`config.mk`:
```
export PLATFORM = sky130hd
export DESIGN_NAME = address_bus
export DESIGN_NICKNAME = d
export VERILOG_FILES = /design/src/rtl/address_bus.sv
export SDC_FILE = /design/constraint.sdc
export NUM_CORES = 1
export LEC_CHECK = 0
export CORE_ASPECT_RATIO = 1.75
export CORE_MARGIN = 10
export CORE_UTILIZATION = 30
export DETAILED_ROUTE_END_ITERATION = 8
export HOLD_SLACK_MARGIN = 0.06
export PLACE_DENSITY_LB_ADDON = 0.25
export REMOVE_ABC_BUFFERS = 1
export SYNTH_ARGS = -nofsm -noshare
export SYNTH_HDL_FRONTEND = slang
export SYNTH_SLANG_ARGS = --single-unit
```
`constraint.sdc`:
```
create_clock -name clk -period 0.8 [get_ports clk]
set_input_delay 0.16 -clock clk [delete_from_list [all_inputs] [get_ports clk]]
set_output_delay 0.16 -clock clk [all_outputs]
set_load 0.05 [all_outputs]
```
`src/rtl/address_bus.sv`:
```
// CPU address decoder for the mapache64 console: registered one-hot device select plus region-relative offset.
// Optional sticky unmapped-access flag enabled by defining ADDRESS_BUS_ILLEGAL_FLAG_EN.

package address_bus_pkg;

  typedef enum logic [2:0] {
    RGN_NONE,
    RGN_RAM,
    RGN_VRAM,
    RGN_FIRMWARE,
    RGN_ROM,
    RGN_IN_VBLANK,
    RGN_CLR_VBLANK_IRQ,
    RGN_CONTROLLER
  } region_e;

  // Bases are kept 15 bits wide: the offset is truncated to 15 bits anyway,
  // so subtracting only the low bits gives the same result.
  localparam logic [14:0] RAM_BASE      = 15'h0000;
  localparam logic [14:0] VRAM_BASE     = 15'h3700;
  localparam logic [14:0] FIRMWARE_BASE = 15'h4000;
  localparam logic [14:0] IO_BASE       = 15'h7000;
  localparam logic [14:0] ROM_BASE      = 15'h0000;  // 0x8000 with bit 15 dropped

  localparam logic [15:0] VRAM_START     = 16'h3700;
  localparam logic [15:0] FIRMWARE_START = 16'h4000;

  function automatic region_e decode_region(input logic [15:0] addr);
    region_e rgn;
    if (addr[15]) begin
      rgn = RGN_ROM;
    end else if (addr[14:12] == 3'b111) begin
      // 0x7000-0x7FFF: only the first four words are populated I/O registers
      if (addr[11:2] != 10'd0) begin
        rgn = RGN_NONE;
      end else begin
        unique case (addr[1:0])
          2'b00:   rgn = RGN_IN_VBLANK;
          2'b01:   rgn = RGN_CLR_VBLANK_IRQ;
          default: rgn = RGN_CONTROLLER;
        endcase
      end
    end else if (addr >= FIRMWARE_START) begin
      rgn = RGN_FIRMWARE;
    end else if (addr >= VRAM_START) begin
      rgn = RGN_VRAM;
    end else begin
      rgn = RGN_RAM;
    end
    return rgn;
  endfunction

  function automatic logic [14:0] region_base(input region_e rgn);
    logic [14:0] base;
    unique case (rgn)
      RGN_RAM:      base = RAM_BASE;
      RGN_VRAM:     base = VRAM_BASE;
      RGN_FIRMWARE: base = FIRMWARE_BASE;
      RGN_ROM:      base = ROM_BASE;
      default:      base = IO_BASE;  // I/O registers and the unmapped hole
    endcase
    return base;
  endfunction

endpackage

module address_bus
  import address_bus_pkg::*;
(
  input  logic        clk,
  input  logic        rst_n,
  input  logic [15:0] cpu_address,
  output logic [14:0] output_address,
  output logic        SELECT_ram,
  output logic        SELECT_vram,
  output logic        SELECT_firmware,
  output logic        SELECT_rom,
  output logic        SELECT_in_vblank,
  output logic        SELECT_clr_vblank_irq,
  output logic        SELECT_controller
`ifdef ADDRESS_BUS_ILLEGAL_FLAG_EN
  ,
  output logic        illegal_access
`endif
);

  region_e     region_next;
  logic [14:0] offset_next;

  // NOTE: every always_comb output gets a default first so no path can leave it unassigned and infer a latch.
  always_comb begin
    region_next = RGN_NONE;
    offset_next = 15'd0;
    region_next = decode_region(cpu_address);
    offset_next = cpu_address[14:0] - region_base(region_next);
  end

  // NOTE: async active-low reset with non-blocking assignments; outputs clear the moment rst_n falls.
  always_ff @(posedge clk or negedge rst_n) begin
    if (!rst_n) begin
      output_address        <= 15'd0;
      SELECT_ram            <= 1'b0;
      SELECT_vram           <= 1'b0;
      SELECT_firmware       <= 1'b0;
      SELECT_rom            <= 1'b0;
      SELECT_in_vblank      <= 1'b0;
      SELECT_clr_vblank_irq <= 1'b0;
      SELECT_controller     <= 1'b0;
    end else begin
      output_address        <= offset_next;
      SELECT_ram            <= (region_next == RGN_RAM);
      SELECT_vram           <= (region_next == RGN_VRAM);
      SELECT_firmware       <= (region_next == RGN_FIRMWARE);
      SELECT_rom            <= (region_next == RGN_ROM);
      SELECT_in_vblank      <= (region_next == RGN_IN_VBLANK);
      SELECT_clr_vblank_irq <= (region_next == RGN_CLR_VBLANK_IRQ);
      SELECT_controller     <= (region_next == RGN_CONTROLLER);
    end
  end

`ifdef ADDRESS_BUS_ILLEGAL_FLAG_EN
  // Sticky: once an unmapped address is sampled only reset clears it.
  always_ff @(posedge clk or negedge rst_n) begin
    if (!rst_n) begin
      illegal_access <= 1'b0;
    end else if (region_next == RGN_NONE) begin
      illegal_access <= 1'b1;
    end
  end
`endif

endmodule

```
==> results of run 1 <==
metal layers:
metal | global-route usage [%] | vias to the layer above | wire, um
met3 | 2.76 | 10 | 157
met2 | 23.4 | 33 | 1910
met5 | 0 | - | 0
met4 | 8.27 | 0 | 126
met1 | 10.5 | 423 | 901
li1 | - | 390 | -
stage by stage:
| stage | utilization, % | area (sq um) | worst slack, ns | total power [mW] | cells |
|---|---|---|---|---|---|
| after global placement | 59.2 | 1690 | -1.50 | 2.20 | 158 |
| after floorplan | - | 878 | -1.02 | 1.60 | 70 |
| final | 69.9 | 2000 | -0.665 | 2.97 | 175 |
| after global routing | 69.9 | 2000 | -0.712 | 3.10 | 175 |
| after CTS | 69.1 | 1980 | -0.621 | 2.96 | 176 |
| after detailed placement | 59.2 | 1690 | -1.56 | 2.21 | 158 |
power groups by stage:
stage	Combinational (mW)	Sequential, mW	Clock (mW)
2_1_floorplan	0.116	1.49	0
3_3_place_gp	0.931	1.27	0
3_5_place_dp	0.937	1.27	0
4_1_cts	1.05	1.25	0.659
5_1_grt	1.13	1.25	0.716
6_report	1.08	1.25	0.648
repair_timing:
| action | in CTS | in global routing |
|---|---|---|
| resized for setup | 79 | 11 |
| setup buffers | 15 | 3 |
| setup endpoints to repair | 35 | 33 |
| pin swaps | 22 | 14 |
| hold buffers | 0 | 0 |
| cloned | 0 | 0 |
cell usage after synthesis, types with 2 or more instances:
master | n | share of area, %
xnor2_1 | 3 | 3.0
inv_1 | 7 | 3.0
nand2_1 | 2 | 0.85
nand3_1 | 2 | 1.1
o21ai_0 | 4 | 2.3
ha_1 | 5 | 7.1
dfrtp_1 | 22 | 62
nor3_1 | 2 | 1.1
nor2_1 | 5 | 2.1
a31oi_1 | 2 | 1.4
xor2_1 | 2 | 2.0
flip-flops by register name, summed over array words and instances (netlist names):
name and cells:
SELECT_firmware 1, SELECT_vram 1, SELECT_rom 1, SELECT_controller 1, SELECT_clr_vblank_irq 1, output_address 15, SELECT_ram 1, SELECT_in_vblank 1
worst max-delay path by stage:
stage / start / to / slack (ns) / cells past startpoint
finish: cpu_address[9] / output_address[14] / -0.66 / 10
global route: cpu_address[9] / output_address[14] / -0.71 / 10
CTS: cpu_address[8] / output_address[14] / -0.62 / 10
detailed placement: cpu_address[8] / output_address[14] / -1.56 / 10
global placement: cpu_address[8] / output_address[14] / -1.50 / 10
floorplan: cpu_address[8] / output_address[14] / -1.02 / 9
cell type report:
cell class | instances | area, sq um
Timing Repair Buffer | 74 | 918
Fill cell | 196 | 861
Sequential cell | 22 | 551
Multi-Input combinational cell | 40 | 424
Clock buffer | 3 | 41.3
Tap cell | 28 | 35.0
Inverter | 8 | 32.5
kinds of logic after synthesis:
kind of cell               synth area share (%)
xor gates and xnor gates                   4.97
and+or+nand+nor                            12.3
AOI/OAI and AO/OA                          5.96
adders and majority gates                  9.36
muxes                                      1.13
buffers and inverters                      3.83
DFF                                        62.4
==> impl_metrics.csv, run 1 <==
group,metric,value,unit
power,vdd.ir_drop.worst,0.000830,V
cells_and_area,nNetsFinal,173,
cells_and_area,final_common_cell,"buf_4",
grt,grt_pass1_vias,1041,
yosys,synthCells,71,
yosys,synth-edff-count,0,
route,routedWlPerCell,17.7,um
worst_hold_path,holdCritPathClass,"in -> reg",
route,drt_pass1_iterations,4,
yosys,syn_area_per_cell,12.4,sq um
floorplanning,die_y,91.7,um
critical_path,critical-path-top-delay-family,"adder cells",
grt,grtUsageTotal,12.4,%
critical_path,cp_slowest_cell,"fa_2",
place,dp_hpwl,2080,um
power,swShare,30.0,%
clock_tree,clock_sinks,22,
route,final_antenna_net_count,0,
clock_tree,clk_pin_slew,0.07,ns
power,p_clk_share,21.8,%
floorplanning,io_pins,40,
cells_and_area,antenna_cells,0,
critical_path,cp.required,0.97,ns
power,power_density,1480,mW/mm^2
critical_path,worstPathBufferInverterCount,3,
critical_path,cp-end-kind,"flip-flop",
sta,fmaxAchievable,0.683,GHz
sta,rsz0062_at_grt,"yes",
outcome,violations,"setup timing",
critical_path,cpPeakStageDelay,0.35,ns
grt,grt_first_pass_wirelength,5170,um
worst_hold_path,holdPathEnd,"output_address[1]",
grt,grt.overflow.total,0,
yosys,synth-seq-area-share,62.4,%
sta,timing.final.crit_period,1.46,ns
sta,setup_violations,32,
sta,setup-tns-final,-7.68,ns
sta,slew_viol_final,0,
grt,antenna_found_initial,0,
yosys,synthArstFlopShare,100,%
cells_and_area,final_cell_mix,"buf_4, buf_12, dfrtp_1",
run,maxCapViolations,0,
power,power_frac_comb,36.3,%
yosys,synthFlopType,"dfrtp_1",
sta,final.period_utilization,183,%
floorplanning,die_x,61.0,um
clock_tree,root_buffer,"clkbuf_8",
critical_path,startpoint_type,"primary input",
floorplanning,start_util,30.8,%
route,drt_iter0_markers,26,
place,place_congestion,0.894,
cells_and_area,drive_above_1_share,60.5,%
yosys,ys_seq_elements,22,
floorplanning,die_area,0.00559,sq mm
outcome,outcome,"finished, violations left",
clock_tree,cts_buffer_depth,2,
place,io_buffers,39,
power,cellLeakagePower,0.942,nW
sta,final_hold_viol_count,0,
clock_tree,cts_tree,"built",
floorplanning,core_area,0.00286,sq mm
sta,whs,0.132,ns
yosys,yosys_warnings,0,
yosys,syn_area,882,sq um
power,power.internal,2.08,mW
floorplanning,rows,26,
cells_and_area,flow.area_growth_from_synthesis,127,%
worst_hold_path,holdCritStartpoint,"cpu_address[1]",
critical_path,crit_type,"in -> reg",
sta,setup_ws,-0.665,ns
critical_path,crit_chain,"buf_8 -> a31oi_4 -> inv_2 -> nand3_2 -> inv_2 -> ha_4 -> fa_2 -> o21ai_2 -> a31oi_1 -> xnor2_1",
route,vias_per_cell,4.89,
power,p_sw,0.892,mW
sta,worstMarginPinSlew,0.204,ns
critical_path,crit_path_frequent_cell,"inv_2",
sta,relSlewSlack,86.3,%
route,wirelength,3090,um
worst_hold_path,min_path_cells,1,
clock_tree,cts_max_level,1,
power,seq_power_share,41.9,%
clock_tree,numCtsBuffers,3,
route,remaining_drc_errors,0,
yosys,ys_types,26,
grt,grt_max_degree,23,
route,num_vias,856,
critical_path,cp_max_fo,2,
critical_path,cp_data_arrival_time,1.63,ns
No activity file was read; power rests on OpenSTA's default activity.
==> run 2, diff against run 1 <==
RECOVER_POWER = 25   (was default)
==> run 2 against run 1 <==
Net effect: global-route usage unchanged; sequential cell count unchanged; the flow still finishes with violations (setup timing); cell area fell by 0.50%; via count up 0.47%; final cell count is the same; sequential share of layout area up 0.14 points; largest cell class unchanged.
==> impl_metrics.csv, run 2 (synthesis results as in run 1) <==
group,metric,value,unit
grt,grt_use_met3,2.76,%
grt,grt_pass1_vias,1041,
grt,grtUsageMet1,10.5,%
grt,grtUsageTotal,12.4,%
cells_and_area,regMostFlops,"output_address",
place,place_area,0.00169,sq mm
place,pre_cts_slack,-1.56,ns
sta,timing.final.crit_period,1.47,ns
cells_and_area,largest_reg_flops,15,
power,power_density,1490,mW/mm^2
cells_and_area,final_cell_mix,"buf_4, buf_12, dfrtp_1",
route,final_antenna_net_count,0,
power,cellLeakagePower,0.929,nW
clock_tree,clk_pin_slew,0.07,ns
sta,rsz0062_at_grt,"yes",
grt,grt_first_pass_wirelength,5170,um
cells_and_area,drive_above_1_share,59.9,%
route,remaining_drc_errors,0,
sta,setup-tns-final,-7.85,ns
route,drt_iter0_markers,23,
place,place_congestion,0.894,
clock_tree,numCtsBuffers,3,
cells_and_area,final_common_cell,"buf_4",
clock_tree,cts_hold_buf,0,
cells_and_area,final_cells,175,
grt,antenna_found_initial,0,
run,maxCapViolations,0,
sta,final.period_utilization,183,%
clock_tree,cts_buffer_depth,2,
clock_tree,clock_sinks,22,
clock_tree,cts_tree,"built",
critical_path,cp_max_fo,2,
worst_hold_path,holdCritPathClass,"in -> reg",
place,dp.cells,158,
route,routedWlPerCell,17.7,um
grt,grt.overflow.total,0,
clock_tree,root_buffer,"clkbuf_8",
sta,relSlewSlack,86.3,%
floorplanning,die_y,91.7,um
cells_and_area,flow.area_growth_from_synthesis,126,%
clock_tree,cts_max_level,1,
sta,final_hold_viol_count,0,
cells_and_area,nNetsFinal,173,
sta,worstMarginPinSlew,0.204,ns
power,power,2.97,mW
route,drt_pass1_iterations,4,
outcome,outcome,"finished, violations left",
cells_and_area,antenna_cells,0,
grt,grt_busiest_layer,"met2",
sta,slew_viol_final,0,
cells_and_area,design_area,0.00199,sq mm
cells_and_area,final.fill_count,196,
route,wirelength,3090,um
place,dp_hpwl,2080,um
sta,fmaxAchievable,0.681,GHz
floorplanning,core_area,0.00286,sq mm
place,io_buffers,39,
floorplanning,die_x,61.0,um
route,vias_per_cell,4.91,
floorplanning,io_pins,40,
floorplanning,die_area,0.00559,sq mm
floorplanning,rows,26,
critical_path,cp-end-kind,"flip-flop",
sta,setup_violations,32,
grt,grt_max_degree,23,
power,vdd.ir_drop.worst,0.000830,V
grt,grt.met2_usage,23.4,%
critical_path,startpoint_type,"primary input",
critical_path,cp.required,0.97,ns
route,num_vias,860,
critical_path,cp_data_arrival_time,1.64,ns
sta,setup_ws,-0.668,ns
floorplanning,start_util,30.8,%
outcome,violations,"setup timing",
critical_path,crit_type,"in -> reg",
-- run 2: cell count changes in the layout (fill, tap and decap cells not counted), sizes merged --
cell	delta
clkdlybuf4s15	-2
clkdlybuf4s25	+2
clkbuf	+1
dlymetal6s2s	-1
-- run 2: path summary, 6_finish.rpt --
| path | slack, ns | endpoint | from | depth (start not counted) |
|---|---|---|---|---|
| setup / recovery | -0.67 | output_address[14] | cpu_address[9] | 10 |
| hold / removal | 0.09 | output_address[1] | cpu_address[1] | 1 |
| max in group asynchronous | 0.42 | output_address[12] | rst_n | 2 |
| min in group asynchronous | 0.25 | output_address[8] | rst_n | 2 |
-- run 2: metrics by stage --
step | hold WS (ns) | utilization, %
final | 0.0898 | 69.6
after global routing | 0.0995 | 69.6
after CTS | 0.169 | 69.1
after detailed placement | 0.525 | 59.2
after global placement | 0.520 | 59.2
after floorplan | -0.136 | -
-- run 2: worst max-delay path: stages --
cell and delay, ns:
buf_8 0.10, a31oi_4 0.18, inv_2 0.08, nand3_2 0.08
inv_2 0.07, ha_4 0.16, fa_2 0.35, o21ai_2 0.15
a31oi_1 0.11, xnor2_1 0.19
-- run 2: area by class of cell --
type                       instances  area, sq um  area share, %
tap                               28         35.0           1.76
multi-input combinational         40          424           21.3
timing repair buffer              74          908           45.6
inverter                           8         32.5           1.63
clock buffer                       3         41.3           2.07
sequential                        22          551           27.6
-- run 2: power breakdown --
part,switching (mW),internal [mW],leakage (nW)
clock network,0.313,0.335,0.0216
logic,0.518,0.558,0.638
registers,0.0616,1.18,0.269
-- run 2: per-layer routing --
metal	share of wire [%]	vias up
met4	4.1	0
met5	0	-
met2	62	35
li1	-	391
met3	5.1	10
met1	29	424
-- run 2: what timing repair did --
item,in CTS,in global routing
endpoints found under the setup margin,35,33
pin swaps,22,14
buffers inserted,15,3
gates resized for setup,79,11
